--- config.mk ---
export PLATFORM = sky130hd
export DESIGN_NAME = alu_issue
export DESIGN_NICKNAME = d
export VERILOG_FILES = /design/src/rtl/alu_pkg.sv /design/src/rtl/alu_cmd_fifo.sv /design/src/rtl/alu_issue.sv
export SDC_FILE = /design/constraint.sdc
export NUM_CORES = 1
export LEC_CHECK = 0
export CAP_MARGIN = 20
export CORE_MARGIN = 2
export CORE_UTILIZATION = 50
export DETAILED_ROUTE_END_ITERATION = 10
export HOLD_SLACK_MARGIN = 0.12
export MAX_ROUTING_LAYER = met4
export PLACE_DENSITY = 0.74
export SETUP_SLACK_MARGIN = 0.15
export SLEW_MARGIN = 0
export SYNTH_ARGS = -nofsm -noshare
export SYNTH_HDL_FRONTEND = slang
export SYNTH_HIERARCHICAL = 1
export SYNTH_SLANG_ARGS = --single-unit
--- constraint.sdc ---
create_clock -name clk_i -period 4.06 [get_ports clk_i]
set_input_delay 0.812 -clock clk_i [delete_from_list [all_inputs] [get_ports clk_i]]
set_output_delay 0.812 -clock clk_i [all_outputs]
set_load 0.01 [all_outputs]
--- src/rtl/alu_pkg.sv ---
// Shared opcode constants, FSM encoding and command layout for the ALU issue block.
package alu_pkg;

  localparam logic [2:0] OP_ADD = 3'b000;
  localparam logic [2:0] OP_SUB = 3'b001;
  localparam logic [2:0] OP_MUL = 3'b010;
  localparam logic [2:0] OP_DIV = 3'b011;
  localparam logic [2:0] OP_MOD = 3'b100;

  localparam int CMD_W = 19;

  typedef enum logic [1:0] {
    ST_IDLE  = 2'd0,
    ST_ISSUE = 2'd1,
    ST_HOLD  = 2'd2
  } state_t;

  typedef struct packed {
    logic [2:0] ctrl;
    logic [7:0] data0;
    logic [7:0] data1;
  } cmd_t;

  // Returns {err, data}; error substitutes take priority over the ALU's answer.
  function automatic logic [8:0] resolve_result(input cmd_t cmd, input logic [7:0] alu_result);
    logic [8:0] res;
    if (cmd.ctrl > OP_MOD) begin
      res = {1'b1, 8'h00};
    end else if ((cmd.ctrl == OP_DIV || cmd.ctrl == OP_MOD) && cmd.data1 == 8'h00) begin
      res = {1'b1, 8'hFF};
    end else begin
      res = {1'b0, alu_result};
    end
    return res;
  endfunction

endpackage

--- src/rtl/alu_cmd_fifo.sv ---
// Command FIFO: power-of-two depth, synchronous reset of pointers and occupancy.
module alu_cmd_fifo #(
  parameter int DEPTH = 4,
  parameter int WIDTH = 19
) (
  input  logic                     clk,
  input  logic                     rst,
  input  logic                     push,
  input  logic [WIDTH-1:0]         wdata,
  input  logic                     pop,
  output logic [WIDTH-1:0]         rdata,
  output logic [$clog2(DEPTH):0]   count,
  output logic                     full,
  output logic                     empty
);

  localparam int AW = $clog2(DEPTH);
  localparam logic [AW:0] FULL_COUNT = DEPTH[AW:0];

  logic [WIDTH-1:0] mem [DEPTH];
  logic [AW-1:0]    wr_ptr;
  logic [AW-1:0]    rd_ptr;
  logic             push_ok;
  logic             pop_ok;

  assign full    = (count == FULL_COUNT);
  assign empty   = (count == '0);
  assign push_ok = push && !full;
  assign pop_ok  = pop && !empty;
  assign rdata   = mem[rd_ptr];

  // NOTE: storage is deliberately left out of reset; only the pointers and count
  // define which entries are live, so resetting the array would buy nothing.
  always_ff @(posedge clk) begin
    if (push_ok) mem[wr_ptr] <= wdata;
  end

  always_ff @(posedge clk) begin
    if (rst) begin
      wr_ptr <= '0;
      rd_ptr <= '0;
      count  <= '0;
    end else begin
      if (push_ok) wr_ptr <= wr_ptr + AW'(1);
      if (pop_ok)  rd_ptr <= rd_ptr + AW'(1);
      case ({push_ok, pop_ok})
        2'b10:   count <= count + (AW+1)'(1);
        2'b01:   count <= count - (AW+1)'(1);
        default: count <= count;
      endcase
    end
  end

endmodule

--- src/rtl/alu_issue.sv ---
// Queues ALU commands, issues one per two cycles to an external combinational ALU,
// and holds each result (or an error substitute) until the consumer accepts it.
module alu_issue
  import alu_pkg::*;
#(
  parameter int DEPTH = 4
) (
  input  logic                     clk_i,
  input  logic                     rst_i,
  input  logic                     cmd_valid_i,
  output logic                     cmd_ready_o,
  input  logic [2:0]               cmd_ctrl_i,
  input  logic [7:0]               cmd_data0_i,
  input  logic [7:0]               cmd_data1_i,
  output logic [2:0]               alu_ctrl_o,
  output logic [7:0]               alu_data0_o,
  output logic [7:0]               alu_data1_o,
  input  logic [7:0]               alu_result_i,
  output logic                     res_valid_o,
  input  logic                     res_ready_i,
  output logic [7:0]               res_data_o,
  output logic                     res_err_o,
  output logic [$clog2(DEPTH):0]   count_o
);

  state_t state;
  cmd_t   in_cmd;
  cmd_t   head;
  cmd_t   issue_cmd;
  logic   fifo_full;
  logic   fifo_empty;

  assign in_cmd      = '{ctrl: cmd_ctrl_i, data0: cmd_data0_i, data1: cmd_data1_i};
  assign cmd_ready_o = !fifo_full;

  alu_cmd_fifo #(
    .DEPTH (DEPTH),
    .WIDTH (CMD_W)
  ) u_fifo (
    .clk   (clk_i),
    .rst   (rst_i),
    .push  (cmd_valid_i && cmd_ready_o),
    .wdata (in_cmd),
    .pop   (state == ST_ISSUE),
    .rdata (head),
    .count (count_o),
    .full  (fifo_full),
    .empty (fifo_empty)
  );

  assign alu_ctrl_o  = issue_cmd.ctrl;
  assign alu_data0_o = issue_cmd.data0;
  assign alu_data1_o = issue_cmd.data1;

  // issue_cmd is loaded on entry to ISSUE and cleared on exit, so the ALU
  // operands are registered and read zero in IDLE and HOLD.
  always_ff @(posedge clk_i) begin
    if (rst_i) begin
      state       <= ST_IDLE;
      issue_cmd   <= '0;
      res_valid_o <= 1'b0;
      res_data_o  <= '0;
      res_err_o   <= 1'b0;
    end else begin
      case (state)
        ST_IDLE: begin
          if (!fifo_empty) begin
            state     <= ST_ISSUE;
            issue_cmd <= head;
          end
        end
        ST_ISSUE: begin
          state                   <= ST_HOLD;
          issue_cmd               <= '0;
          res_valid_o             <= 1'b1;
          {res_err_o, res_data_o} <= resolve_result(issue_cmd, alu_result_i);
        end
        ST_HOLD: begin
          if (res_ready_i) begin
            res_valid_o <= 1'b0;
            if (!fifo_empty) begin
              state     <= ST_ISSUE;
              issue_cmd <= head;
            end else begin
              state <= ST_IDLE;
            end
          end
        end
        default: begin
          state     <= ST_IDLE;
          issue_cmd <= '0;
        end
      endcase
    end
  end

endmodule

==> impl_summary.md <==
Global route
The first global-routing pass estimated 12.7 mm of wire. The global-route met1 utilization is 21.8%. For this run the aggregate overflow at the end of global routing stands at 0. For this run, global-route usage on met3 was measured as 5.01%. The via count of the first global-routing pass was 2,508. The global routing stage identified its most utilized layer as met2.

The met2 layer usage reported by global route is 28.7%. Across every metal layer, demand over resource in global routing totals 18.3%. Entering global routing, the biggest net connects 23 pins. The number of antenna violations at the first check in global routing came to 0.

Routing
The routed wire length per instance is 17.8 µm. In the routed design, unresolved DRC markers number 0. Once detail routing completed, the nets flagged for antenna violations numbered 0. After detailed routing, the total wire length is 8.15 mm.

The routed layout has 2,461 vias. The via count normalized by instance count is 5.39. The iteration-0 DRC count of the detailed router is 132. The number of search-and-repair iterations in the first detailed-routing pass is 4.

Yosys
The flip-flop and latch count after synthesis is 116. In the post-synthesis netlist, the biggest area contributors are sky130_fd_sc_hd__edfxtp_1, sky130_fd_sc_hd__dfxtp_1, sky130_fd_sc_hd__mux4_1. sky130_fd_sc_hd__edfxtp_1 takes more of the synthesized area than any other cell. The number of synthesis warnings is 6.

The mapped netlist covers 4450 µm². The cell count after synthesis came out at 259. The number of library cell types mapped by synthesis is 39. Of the synthesized area, sequential elements account for 69.3%. After synthesis, the largest area contributor takes up 51.3% of total cell area.

Synthesis produced a netlist with a net count of 296. The average cell area after synthesis is 17.2 µm².

Worst setup path
The launch instance of the worst register-to-register path is state[0]. The critical path ends at cmd_ready_o. The worst reg-to-reg setup slack is 1.70 ns.

The number of cells traversed by the worst register-to-register path is 10. The largest single stage delay on the critical path is 0.48 ns. Along the worst path, the maximum fanout reaches 6. The path type of the worst setup path is reg -> out. The cell with the largest stage delay on the worst path is sky130_fd_sc_hd__clkdlybuf4s50_1. The type of element launching the critical path is a flip-flop. Traced cell by cell, the critical path runs through nor3b_2 > inv_1 > clkdlybuf4s50_1. The required time of the critical path is 3.25 ns. The critical path arrival is 1.77 ns. The worst setup path is captured at an output pin. The launch point of the critical path is u_fifo/count[2]. The destination of the worst register-to-register timing path is u_fifo/count[2].

Floorplanning
The die covers 9660 µm². The area inside the core boundary is 8680 µm². The row count is 34. The width of the chip is 98.3 µm.

The vertical extent of the die is 98.3 µm. The number of ports placed on the die boundary is 64. The initial core utilization is 51.2%.

STA
The count of final max-slew check failures is 0. The worst hold slack is 0.469 ns. The share of the cycle needed by the critical path after routing is 63.6%. The highest achievable clock rate is 387 MHz. The clock skew is 0.0144 ns. The slew at the pin with the worst max-slew slack is 0.898 ns. Adding up every negative setup slack in the final design gives 0 ns. The routed design could run at a clock period as short as 2.58 ns. Setup violations remaining at the end of the flow were counted as 0. Setup repair after global routing left no endpoint under its margin. The worst slew margin relative to its limit is 40.0%.

The number of hold-slack violations in the final timing report is 0.

Min path
The cell depth of the worst hold path is 2. The tightest min-delay check is of the reg -> reg type.

CTS
In this run the number of H-tree levels came out at 4. In this run the deepest clock path goes through 2 buffers. The latest clock arrival within the worst-skew pair is 0.51 ns. TritonCTS built the clock tree. The count of instances resized after the clock tree is built is 0.

The CTS clock-pin slew for the worst setup and hold paths is 0.05 ns. In this run, CTS created clock tree buffers numbering 17. CTS placed an instance of sky130_fd_sc_hd__clkbuf_8 at the clock tree root. Buffers added to address setup during post-CTS repair amount to 0. For this design, the CTS-stage hold fixing added 0 buffers. Clock tree synthesis found a total of 116 sinks.

Pwr
The switching power of the nets is 1.19 mW. The standby leakage power is 1.99 nW. Of the total power, combinational logic draws 26.8%. The clock network is responsible for 32.6% of the overall power. IR analysis of the VDD net gives a maximum drop of 0.000329 V. For this design the ratio of total power to cell area is 721 nW/µm².

The share of total power consumed by net switching is 28.9%. The register share of total power is 40.7%. The internal power consumption is 2.93 mW.

Final layout
Once layout is complete, the cells apart from fillers number 457. The sequential cells in the finished layout cover a total of 3080 µm². Of the cells placed in the final design, the portion with a size suffix greater than 1 is 15.5%.

Summing all multi-input logic gate instances after layout gives 1230 µm². The area overhead of the layout relative to synthesis is 28.6%. The number of fill cells in the layout is 611. The commonest non-fill, non-tap cell in the layout is sky130_fd_sc_hd__edfxtp_1. The number of antenna diodes is 0.

For this run, the post-layout net count is 373. Leaving out fill and tap cells, the most frequent cells in the layout are sky130_fd_sc_hd__edfxtp_1, sky130_fd_sc_hd__clkdlybuf4s50_1, sky130_fd_sc_hd__dfxtp_1, sky130_fd_sc_hd__a22o_1.

Place
After detailed placement, the design holds a cell count of 425. The placed wire-length estimate after detailed placement is 4.90 mm. The final weighted congestion in routability-driven placement is 0.715.

The count of buffers from port buffering is 63.

Run
The tool flagged a number of max-cap violations equal to 0.

Outcome
The flow ran to the end, and the final reports show no timing, DRC or antenna violations.
-- worst min-delay path by stage --
stage | startpoint | end | slack (ns)
finish | res_data_o[1] | res_data_o[1] | 0.47
global route | res_data_o[7] | res_data_o[7] | 0.49
CTS | res_data_o[7] | res_data_o[7] | 0.47
detailed placement | alu_data0_o[7] | alu_data0_o[7] | 0.46
global placement | res_data_o[4] | res_data_o[4] | 0.46
floorplan | u_fifo/rd_ptr[1] | flip-flop | 0.46
-- cells by family after synthesis --
group | after synthesis | synth area share (%)
DFF | 116 | 69.3
and+or+nand+nor | 50 | 6.81
AOI/OAI and AO/OA | 42 | 7.68
buffers and inverters | 22 | 3.12
muxes | 20 | 10.6
adders and majority gates | 6 | 1.86
xor gates and xnor gates | 3 | 0.591
-- Yosys cell counts (all sizes together) --
cell type,count
o21a,1
o211ai,1
nand2,10
a21oi,6
o21ai,3
nand2b,4
a211oi,1
dfxtp,40
mux2i,1
nor2b,2
nor4,4
a22o,19
edfxtp,76
buf,12
nor3,2
or3,3
and2b,1
ha,5
xor2,3
nor2,16
or2,1
o31ai,1
nor3b,2
fa,1
inv,10
and2,4
a221oi,9
a21o,1
mux4,19
and3b,1
-- critical path, delay by kind of cell, from the launching register on --
kind          cells  cell delay [ns]
simple gates      1             0.32
flops             1             0.39
buf+inv           2             0.55
-- through the flow --
stage	power (mW)	cell area (µm²)	util (%)	setup WS, ns
6_report	4.12	5720	65.9	1.48
5_1_grt	4.31	5720	65.9	1.39
4_1_cts	4.16	5720	65.9	1.45
3_5_place_dp	2.81	5170	59.6	1.16
3_3_place_gp	2.78	5170	59.6	1.25
2_1_floorplan	2.35	4450	-	1.71
-- power groups by stage --
stage	Combinational (mW)	Clock, mW	Sequential (mW)
4_1_cts	1.12	1.36	1.68
3_3_place_gp	1.09	0	1.69
5_1_grt	1.19	1.41	1.71
6_report	1.10	1.34	1.68
3_5_place_dp	1.11	0	1.70
2_1_floorplan	0.618	0	1.73
-- registers in the layout, summed over array words and instances, names as in the netlist, named ones only --
signal and count:
alu_ctrl_o 3, alu_data0_o 8, alu_data1_o 8, res_data_o 8, res_err_o 1, res_valid_o 1, state 2, u_fifo/count 3
u_fifo/mem 76, u_fifo/rd_ptr 2, u_fifo/wr_ptr 2
-- area by class of cell --
class,count,area share (%)
clock inverter,10,1.44
multi-input combinational,121,21.6
sequential,116,53.9
clock buffer,22,8.10
timing repair buffer,70,11.9
tap,108,2.36
inverter,10,0.656
-- per-layer routing --
| layer | routed length, µm | part of all wire (%) |
|---|---|---|
| met5 | 0 | 0 |
| met3 | 436 | 5.3 |
| met1 | 3520 | 43 |
| met4 | 114 | 1.4 |
| met2 | 4090 | 50 |
No activity file was read; power rests on OpenSTA's default activity.
